--- src/rtl/pipeline_pkg.sv ---
// ============================================================================
// pipeline_pkg : shared encodings and stage tag type for the hazard unit
// Rev 1.0
// ============================================================================
`default_nettype none

package pipeline_pkg;

    // Tag rd field is wide enough for any REG_AW up to 8.
    localparam int TAG_RD_W = 8;

    localparam logic [1:0] CLS_ALU   = 2'd0;
    localparam logic [1:0] CLS_LOAD  = 2'd1;
    localparam logic [1:0] CLS_MUL   = 2'd2;
    localparam logic [1:0] CLS_OTHER = 2'd3;

    localparam logic [1:0] FWD_RF    = 2'd0;
    localparam logic [1:0] FWD_EXMEM = 2'd1;
    localparam logic [1:0] FWD_MEMWB = 2'd2;

    typedef struct packed {
        logic                valid;
        logic [TAG_RD_W-1:0] rd;
        logic                is_load;
    } stage_tag_t;

endpackage

`default_nettype wire

--- src/rtl/pipeline_fwd_sel.sv ---
// ============================================================================
// pipeline_fwd_sel : tag match and EX/MEM-over-MEM/WB priority for one source
// Rev 1.0
// ============================================================================
`default_nettype none

module pipeline_fwd_sel
    import pipeline_pkg::*;
(
    input  logic [TAG_RD_W-1:0] src_i,
    input  logic                used_i,
    input  logic                ex_valid_i,
    input  logic [TAG_RD_W-1:0] ex_rd_i,
    input  logic                mem_valid_i,
    input  logic [TAG_RD_W-1:0] mem_rd_i,
    output logic                match_ex_o,
    output logic                match_mem_o,
    output logic [1:0]          sel_o
);

    always_comb begin
        match_ex_o  = ex_valid_i  & used_i & (ex_rd_i  == src_i);
        match_mem_o = mem_valid_i & used_i & (mem_rd_i == src_i);
        if (match_ex_o) begin
            sel_o = FWD_EXMEM;
        end else if (match_mem_o) begin
            sel_o = FWD_MEMWB;
        end else begin
            sel_o = FWD_RF;
        end
    end

endmodule

`default_nettype wire

--- src/rtl/pipeline_hazard_unit.sv ---
// ============================================================================
// pipeline_hazard_unit : stall, forwarding-select, multiplier-hold and flush
// control for the five-stage pipeline.  Rev 1.0
// ============================================================================
`default_nettype none

module pipeline_hazard_unit
    import pipeline_pkg::*;
#(
    parameter int REG_AW     = 5,
    parameter int MUL_CYCLES = 4,
    parameter int FWD_ENABLE = 1,
    parameter int CNT_W      = 32
) (
    input  logic              clk,
    input  logic              reset,
    input  logic              id_valid,
    input  logic [REG_AW-1:0] id_rs1,
    input  logic [REG_AW-1:0] id_rs2,
    input  logic              id_rs1_used,
    input  logic              id_rs2_used,
    input  logic [REG_AW-1:0] id_rd,
    input  logic              id_rd_wr,
    input  logic [1:0]        id_class,
    input  logic              id_redirect,
    output logic              stall,
    output logic              ex_hold,
    output logic              flush_ifid,
    output logic [1:0]        fwd_a,
    output logic [1:0]        fwd_b,
    output logic [CNT_W-1:0]  stall_count
);

    localparam int              MC_W     = (MUL_CYCLES > 1) ? $clog2(MUL_CYCLES) : 1;
    localparam logic [MC_W-1:0] MUL_LOAD = MC_W'(MUL_CYCLES - 1);

    stage_tag_t       ex_tag_q, ex_tag_d, mem_tag_q, mem_tag_d, wb_tag_q;
    logic [MC_W-1:0]  mul_cnt_q, mul_cnt_d;
    logic [1:0]       fwd_a_q, fwd_a_d, fwd_b_q, fwd_b_d;
    logic [CNT_W-1:0] stall_count_q;

    logic       match_ex_a, match_mem_a, match_ex_b, match_mem_b;
    logic [1:0] sel_a, sel_b;
    logic       stall_cause, issue;

    pipeline_fwd_sel u_sel_a (
        .src_i       (TAG_RD_W'(id_rs1)),
        .used_i      (id_rs1_used),
        .ex_valid_i  (ex_tag_q.valid),
        .ex_rd_i     (ex_tag_q.rd),
        .mem_valid_i (mem_tag_q.valid),
        .mem_rd_i    (mem_tag_q.rd),
        .match_ex_o  (match_ex_a),
        .match_mem_o (match_mem_a),
        .sel_o       (sel_a)
    );

    pipeline_fwd_sel u_sel_b (
        .src_i       (TAG_RD_W'(id_rs2)),
        .used_i      (id_rs2_used),
        .ex_valid_i  (ex_tag_q.valid),
        .ex_rd_i     (ex_tag_q.rd),
        .mem_valid_i (mem_tag_q.valid),
        .mem_rd_i    (mem_tag_q.rd),
        .match_ex_o  (match_ex_b),
        .match_mem_o (match_mem_b),
        .sel_o       (sel_b)
    );

    always_comb begin
        ex_hold = (mul_cnt_q != '0);
        if (FWD_ENABLE != 0) begin
            stall_cause = ex_tag_q.is_load & (match_ex_a | match_ex_b);
        end else begin
            stall_cause = match_ex_a | match_ex_b | match_mem_a | match_mem_b;
        end
        stall      = id_valid & (stall_cause | ex_hold);
        issue      = id_valid & ~stall;
        flush_ifid = id_valid & id_redirect & ~stall;
    end

    always_comb begin
        ex_tag_d  = '0;
        mem_tag_d = ex_tag_q;
        fwd_a_d   = FWD_RF;
        fwd_b_d   = FWD_RF;
        mul_cnt_d = mul_cnt_q;
        if (ex_hold) begin
            // Multiplier occupies EX: freeze EX contents, drain a bubble to MEM.
            ex_tag_d  = ex_tag_q;
            mem_tag_d = '0;
            fwd_a_d   = fwd_a_q;
            fwd_b_d   = fwd_b_q;
            mul_cnt_d = mul_cnt_q - MC_W'(1);
        end else if (issue) begin
            ex_tag_d.valid   = id_rd_wr & (id_rd != '0);
            ex_tag_d.rd      = TAG_RD_W'(id_rd);
            ex_tag_d.is_load = (id_class == CLS_LOAD);
            if (FWD_ENABLE != 0) begin
                fwd_a_d = sel_a;
                fwd_b_d = sel_b;
            end
            if (id_class == CLS_MUL) begin
                mul_cnt_d = MUL_LOAD;
            end
        end
    end

    always_ff @(posedge clk) begin
        if (reset) begin
            ex_tag_q      <= '0;
            mem_tag_q     <= '0;
            wb_tag_q      <= '0;
            mul_cnt_q     <= '0;
            fwd_a_q       <= FWD_RF;
            fwd_b_q       <= FWD_RF;
            stall_count_q <= '0;
        end else begin
            ex_tag_q      <= ex_tag_d;
            mem_tag_q     <= mem_tag_d;
            wb_tag_q      <= mem_tag_q;
            mul_cnt_q     <= mul_cnt_d;
            fwd_a_q       <= fwd_a_d;
            fwd_b_q       <= fwd_b_d;
            stall_count_q <= stall_count_q + CNT_W'(stall);
        end
    end

    // The WB tag never stalls or forwards: the register file is write-first.
    logic wb_tag_unused;
    assign wb_tag_unused = ^wb_tag_q;

    assign fwd_a       = fwd_a_q;
    assign fwd_b       = fwd_b_q;
    assign stall_count = stall_count_q;

endmodule

`default_nettype wire

--- config.mk ---
export PLATFORM = sky130hd
export DESIGN_NAME = pipeline_hazard_unit
export DESIGN_NICKNAME = d
export VERILOG_FILES = /design/src/rtl/pipeline_pkg.sv /design/src/rtl/pipeline_fwd_sel.sv /design/src/rtl/pipeline_hazard_unit.sv
export SDC_FILE = /design/constraint.sdc
export NUM_CORES = 1
export LEC_CHECK = 0
export CAP_MARGIN = 30
export CORE_ASPECT_RATIO = 1.25
export CORE_MARGIN = 5
export CORE_UTILIZATION = 54
export CTS_BUF_LIST = sky130_fd_sc_hd__clkbuf_8
export CTS_CLUSTER_SIZE = 28
export DETAILED_ROUTE_END_ITERATION = 12
export PLACE_DENSITY = 0.88
export SYNTH_ARGS = -nofsm -noshare
export SYNTH_HDL_FRONTEND = slang
export SYNTH_SLANG_ARGS = --single-unit
--- constraint.sdc ---
create_clock -name clk -period 6.2 [get_ports clk]
set_input_delay 0.93 -clock clk [delete_from_list [all_inputs] [get_ports clk]]
set_output_delay 0.93 -clock clk [all_outputs]
set_load 0.01 [all_outputs]
# Yosys cells after proc, flatten, opt, wreduce, memory -nomap -nowiden
# Index checks and enable logic that the tools add are counted.
# Widths: inputs -> output; s select.
totals:
  regBits: 57
  in_bits: 24
  out_inout_bits: 39
  word_cells: 50
classes:
  n_addsub: 2
  eq_ne: 6
  mux: 10
  bitwise_logic: 17
  reduce_logical: 6
op_table:
  columns: ["op", "count"]
  rows:
  - ["$add 32x1->32", 1]
  - ["$eq 8x5->1", 4]
  - ["$mux 2", 9]
  - ["$and 1x1->1", 14]
  - ["$mux 10", 1]
  - ["$reduce_bool 2->1", 3]
  - ["$reduce_bool 5->1", 1]
  - ["$eq 2x1->1 const B", 1]
  - ["$eq 2x2->1 const B", 1]
  - ["$or 1x1->1", 2]
  - ["$reduce_and 2->1", 1]
  - ["$reduce_or 2->1", 1]
  - ["$sub 2x1->2 const B", 1]
  - ["$not 1->1", 1]

# Depth between registers and ports, before layout
logic_depth:
  depth_word: 10
  depth_mapped: 13
  ltp_nobuf: 12

# Cells and area by module
# From an unflattened synthesis, not the netlist that was laid out.
unflattened:
  cells_unflattened: 296
  hier_area_um2: 2588.7
by_module_without_submodules:
  columns: ["module", "instances", "cells_per_inst", "area_each_um2", "seq_area_each_um2"]
  rows:
  - ["pipeline_hazard_unit", 1, 244, 2153.3, 1021.0]
  - ["pipeline_fwd_sel", 2, 26, 217.7, 0.0]

# Worst setup path after synthesis
# No wires, ideal clock.
synth_path:
  path_kind: "input to register"
  from: "input port id_rs1[0]"
  to: "register stall_count_q[26] (netlist: stall_count[26])"
  setup_ns: 0.128
  t_arrival_ns: 3.413
  required_ns: 6.072
  slack_ns: 2.659
  cell_stages: 13
  path_buffers: 1
  cell_sequence: "xor2_1 > nor4_1 > nand4_1 > a21boi_0 > buf_2 > o21a_1 > ha_1 > ha_1 > nand3_1 > nor4_4 > nand4_1 > xor2_1 > nor2_1"
synth_between:
  elab_chain_len: 7
synth_rtl:
  columns: ["element", "line", "source"]
  rows:
  - ["start: declaration", "pipeline_hazard_unit.sv:18", "input logic [REG_AW-1:0] id_rs1,"]
  - ["$eq 8x5->1", "pipeline_fwd_sel.sv:22", "match_ex_o = ex_valid_i & used_i & (ex_rd_i == src_i);"]
  - ["$and 1x1->1", "pipeline_fwd_sel.sv:22", null]
  - ["$or 1x1->1", null, null]
  - ["$and 1x1->1", "pipeline_hazard_unit.sv:73", "stall_cause = ex_tag_q.is_load & (match_ex_a | match_ex_b);"]
  - ["$or 1x1->1", "pipeline_hazard_unit.sv:77", "stall = id_valid & (stall_cause | ex_hold);"]
  - ["$and 1x1->1", "pipeline_hazard_unit.sv:77", null]
  - ["net stall", "pipeline_hazard_unit.sv:26", "output logic stall,"]
  - ["$add 32x1->32", "pipeline_hazard_unit.sv:125", "stall_count_q <= stall_count_q + CNT_W'(stall);"]
  - ["end signal: assignment", "pipeline_hazard_unit.sv:125", null]
  - ["end: declaration", "pipeline_hazard_unit.sv:40", "logic [CNT_W-1:0] stall_count_q;"]
# The timed path passes the listed nets, and every way through them passes these cells.
# A chain may end at the register's enable or synchronous reset.

# Worst setup path after layout
layout_path:
  from: "input port id_rs1[4]"
  to: "output port flush_ifid"
layout_between:
  elab_chain_len: 8
layout_rtl:
  columns: ["element", "line", "source"]
  rows:
  - ["$eq 8x5->1", "pipeline_fwd_sel.sv:22", null]
  - ["$and 1x1->1", "pipeline_fwd_sel.sv:22", null]
  - ["$or 1x1->1", null, null]
  - ["$and 1x1->1", "pipeline_hazard_unit.sv:73", null]
  - ["$or 1x1->1", "pipeline_hazard_unit.sv:77", null]
  - ["$and 1x1->1", "pipeline_hazard_unit.sv:77", null]
  - ["$not 1->1", "pipeline_hazard_unit.sv:79", "flush_ifid = id_valid & id_redirect & ~stall;"]
  - ["$and 1x1->1", "pipeline_hazard_unit.sv:79", null]
  - ["end: declaration", "pipeline_hazard_unit.sv:28", "output logic flush_ifid,"]
# Every way passes these cells.

==> impl_metrics.csv <==
group,metric,value,unit
setup_path,cp_num_buf_inv,3,
cells_and_area,stdcell_count,382,
cells_and_area,n_antenna_cell,0,
worst_hold_path,worstHoldPathType,"reg -> reg",
cts,postCtsSetupRepairBufs,0,
die,io_pins,63,
power_and_ir_drop,internal-power,487.8,uW
drt,vias,2042,
power_and_ir_drop,power.share.sequential,54.1,%
setup_path,rr_startpoint,"ex_tag_q[1]$_SDFFE_PP0P_",
setup_path,reg2reg_to,"stall_count[26]$_SDFF_PP0_",
grt,grt_pass1_vias,1957,
synthesis,ys_seq_area_share,43.73,%
power_and_ir_drop,power_switching,185.1,uW
grt,grt_usage,18.96,%
cts,cts_resized,0,
timing,fin_skew,0.003457,ns
placement,dp_cells,376,
setup_path,crit_family,"buffers and inverters",
setup_path,cp_cell_sequence,"clkdlybuf4s50_1 -> xor2_1 -> nor4_1 -> nand4_1 -> a21boi_0 -> buf_4 -> nor3_1 -> clkdlybuf4s50_1",
setup_path,cp.arrival,3.27,ns
drt,dr.pass1.iters,4,
setup_path,setup.worst_path.start,"id_rs1[4]",
synthesis,synth_nets,291,
placement,portBuffers,62,
grt,grt_first_pass_wirelength,8.542,mm
drt,ant_nets,0,
cts,clkTransAtPathRegs,0.08,ns
power_and_ir_drop,p_leak,0.001155,uW
power_and_ir_drop,pwr-share-clk,25.8,%
cells_and_area,drive_above_1_share,4.294,%
timing,fin_crit,4.196,ns
cells_and_area,nets,354,
timing,worstMarginPinSlew,0.6512,ns
cts,clockRootBuffer,"clkbuf_8",
setup_path,path_common_cell,"clkdlybuf4s50_1",
synthesis,synth.top_cell.area_share,43.73,%
setup_path,required,5.27,ns
setup_path,crit_fanout,11,
cts,cts_hold_buffers,0,
drt,drt-wirelength-per-cell,13.50,um
timing,relSlewSlack,56.43,%
grt,grt_util_met2,32.32,%
setup_path,path_class,"in -> out",
cells_and_area,area_growth,31.99,%
die,core,4131,sq um
job,max-cap-violations,0,
timing,hold_slack,0.4705,ns
timing,finalSetupTns,0,ns
timing,grt_setup_unrepaired,"false",
cts,cts_tree,"done",
synthesis,synthTopCellsByCount,"dfxtp_1 (51), xor2_1 (38), nor2_1 (36)",
cts,cts_buffers,5,
grt,gr-max-usage-layer,"met2",
die,die_x,68.81,um
power_and_ir_drop,ir_worst_vdd,0.1633,mV
drt,routed_wl,5.158,mm
drt,vias_per_cell,5.346,
synthesis,yosys.cell_count.top_type,"dfxtp_1",
drt,drt_iter0_markers,122,
grt,grt_use_met3,3.908,%
setup_path,path_depth,8,
synthesis,synth.area.top_cells,"dfxtp_1 (44%), xor2_1 (14%), nor2_1 (5.8%)",
die,rows,26,
setup_path,r2r_slack,2.94,ns
cts,clk_latency,0.30,ns
setup_path,critical-path-max-stage-delay,0.49,ns
grt,grt_use_met1,22.06,%
cts,cts_buffer_depth,2,
setup_path,ff2ff_path_depth,12,
power_and_ir_drop,power.density,218.4,nW/um^2
synthesis,async_flop_share,0,%
setup_path,cpMaxStageDelayCell,"clkdlybuf4s50_1",
grt,grt_overflow,0,
synthesis,yosysWarningCount,0,
timing,setup_violations,0,
timing,finalHoldViolCount,0,
synthesis,synth_edf_count,0,
placement,dp_hpwl,3.938,mm
synthesis,syn_area,2335,sq um
synthesis,ys_types,34,
die,start_util,56.51,%
setup_path,start_kind,"input pin",
drt,post-route-drc-count,0,
synthesis,ys.flop_type,"dfxtp_1",
die,die_area,5747,sq um
cells_and_area,fill_cells,313,
power_and_ir_drop,comb_power_share,20.1,%
synthesis,yosysTopAreaCell,"dfxtp_1",
synthesis,syn_inst,264,
setup_path,crit_path_end,"flush_ifid",
timing,slew_violations,0,
setup_path,critPathCaptureType,"output port",
die,die_y,83.52,um
run_status,outcome,"finished clean",
grt,antenna_found_initial,0,
synthesis,avgSynthCellArea,8.844,sq um
timing,fmax,238.3,MHz
synthesis,synth-seq-cells,51,
cts,htreeDepth,2,
placement,gp_congestion,0.8099,
power_and_ir_drop,sw_frac_of_total,27.51,%
cts,numClockSinks,51,
timing,fin_crit_sh,67.68,%
grt,grt_max_degree,39,
through the flow:
stage / worst slack (ns) / power, uW / utilization [%] / cell area (sq um)
after floorplan: 2.659 / 446.7 / - / 2335
after global placement: 2.141 / 501.8 / 72.83 / 3009
after detailed placement: 1.886 / 505.4 / 72.83 / 3009
after CTS: 1.977 / 677.0 / 74.59 / 3082
after global routing: 1.874 / 708.6 / 74.59 / 3082
final: 2.004 / 672.9 / 74.59 / 3082
cells in the final DEF, fill, tap and decap left out, types with 7 or more instances in the layout:
cell | netlist | routed
and2_1 | 7 | 7
clkdlybuf4s50_1 | 0 | 62
dfxtp_1 | 51 | 51
inv_1 | 7 | 8
nand2_1 | 29 | 29
nand3_1 | 10 | 10
nand4_1 | 16 | 16
nor2_1 | 36 | 36
o21ai_0 | 11 | 11
xnor2_1 | 9 | 9
xor2_1 | 38 | 38
logic make-up (layout without fill, tap and decap cells):
group / Yosys count / count (layout) / share of synthesized area (%)
mux: 1 / 1 / 0.4823
flops: 51 / 51 / 43.73
xor+xnor: 47 / 47 / 17.63
fa+ha+maj: 3 / 3 / 1.608
simple gates: 124 / 124 / 28.24
buf+inv: 15 / 77 / 2.465
compound gates: 23 / 23 / 5.842
how the worst min path moves through the flow:
stage	cells past startpoint	slack (ns)	end	startpoint
floorplan	2	0.45	fwd_a[1]$_SDFFE_PP0P_	mem_tag_q[9]$_SDFF_PP0_
global placement	2	0.46	fwd_b[0]$_SDFFE_PP0P_	fwd_b[0]$_SDFFE_PP0P_
detailed placement	2	0.46	fwd_a[0]$_SDFFE_PP0P_	fwd_a[0]$_SDFFE_PP0P_
CTS	2	0.48	fwd_a[1]$_SDFFE_PP0P_	fwd_a[1]$_SDFFE_PP0P_
global route	2	0.49	fwd_a[1]$_SDFFE_PP0P_	fwd_a[1]$_SDFFE_PP0P_
finish	2	0.47	fwd_a[1]$_SDFFE_PP0P_	fwd_a[1]$_SDFFE_PP0P_
worst min-delay path, stage by stage, from the launching register on:
cell,delay (ns)
dfxtp_1,0.33
nand2_1,0.05
o31ai_1,0.05
sequential cells by signal, summed over array words and instances (netlist names):
name         cells
fwd_b            2
mul_cnt_q        2
mem_tag_q        6
fwd_a            2
stall_count     32
ex_tag_q         7
power groups by stage:
stage / Clock (uW) / Combinational [uW] / Sequential (uW)
2_1_floorplan: 0 / 77.6 / 369
6_report: 174 / 135 / 364
5_1_grt: 192 / 150 / 367
3_5_place_dp: 0 / 134 / 371
3_3_place_gp: 0 / 131 / 371
4_1_cts: 178 / 135 / 364
layout make-up:
| cell class | count | area, sq um | area share, % |
|---|---|---|---|
| multi-input cells | 198 | 1256 | 40.76 |
| flip-flops and latches | 51 | 1021 | 33.13 |
| well taps | 56 | 70.07 | 2.274 |
| inverters | 7 | 26.28 | 0.8526 |
| clock buffers | 5 | 68.82 | 2.233 |
| repair buffers | 64 | 635.6 | 20.63 |
| clock inverters | 1 | 3.754 | 0.1218 |
layer usage:
metal / up-vias / wire length, um
met5: - / 0
li1: 1021 / -
met3: 9 / 344
met2: 81 / 2622
met4: 0 / 112
met1: 931 / 2079
No activity file was read; power rests on OpenSTA's default activity.
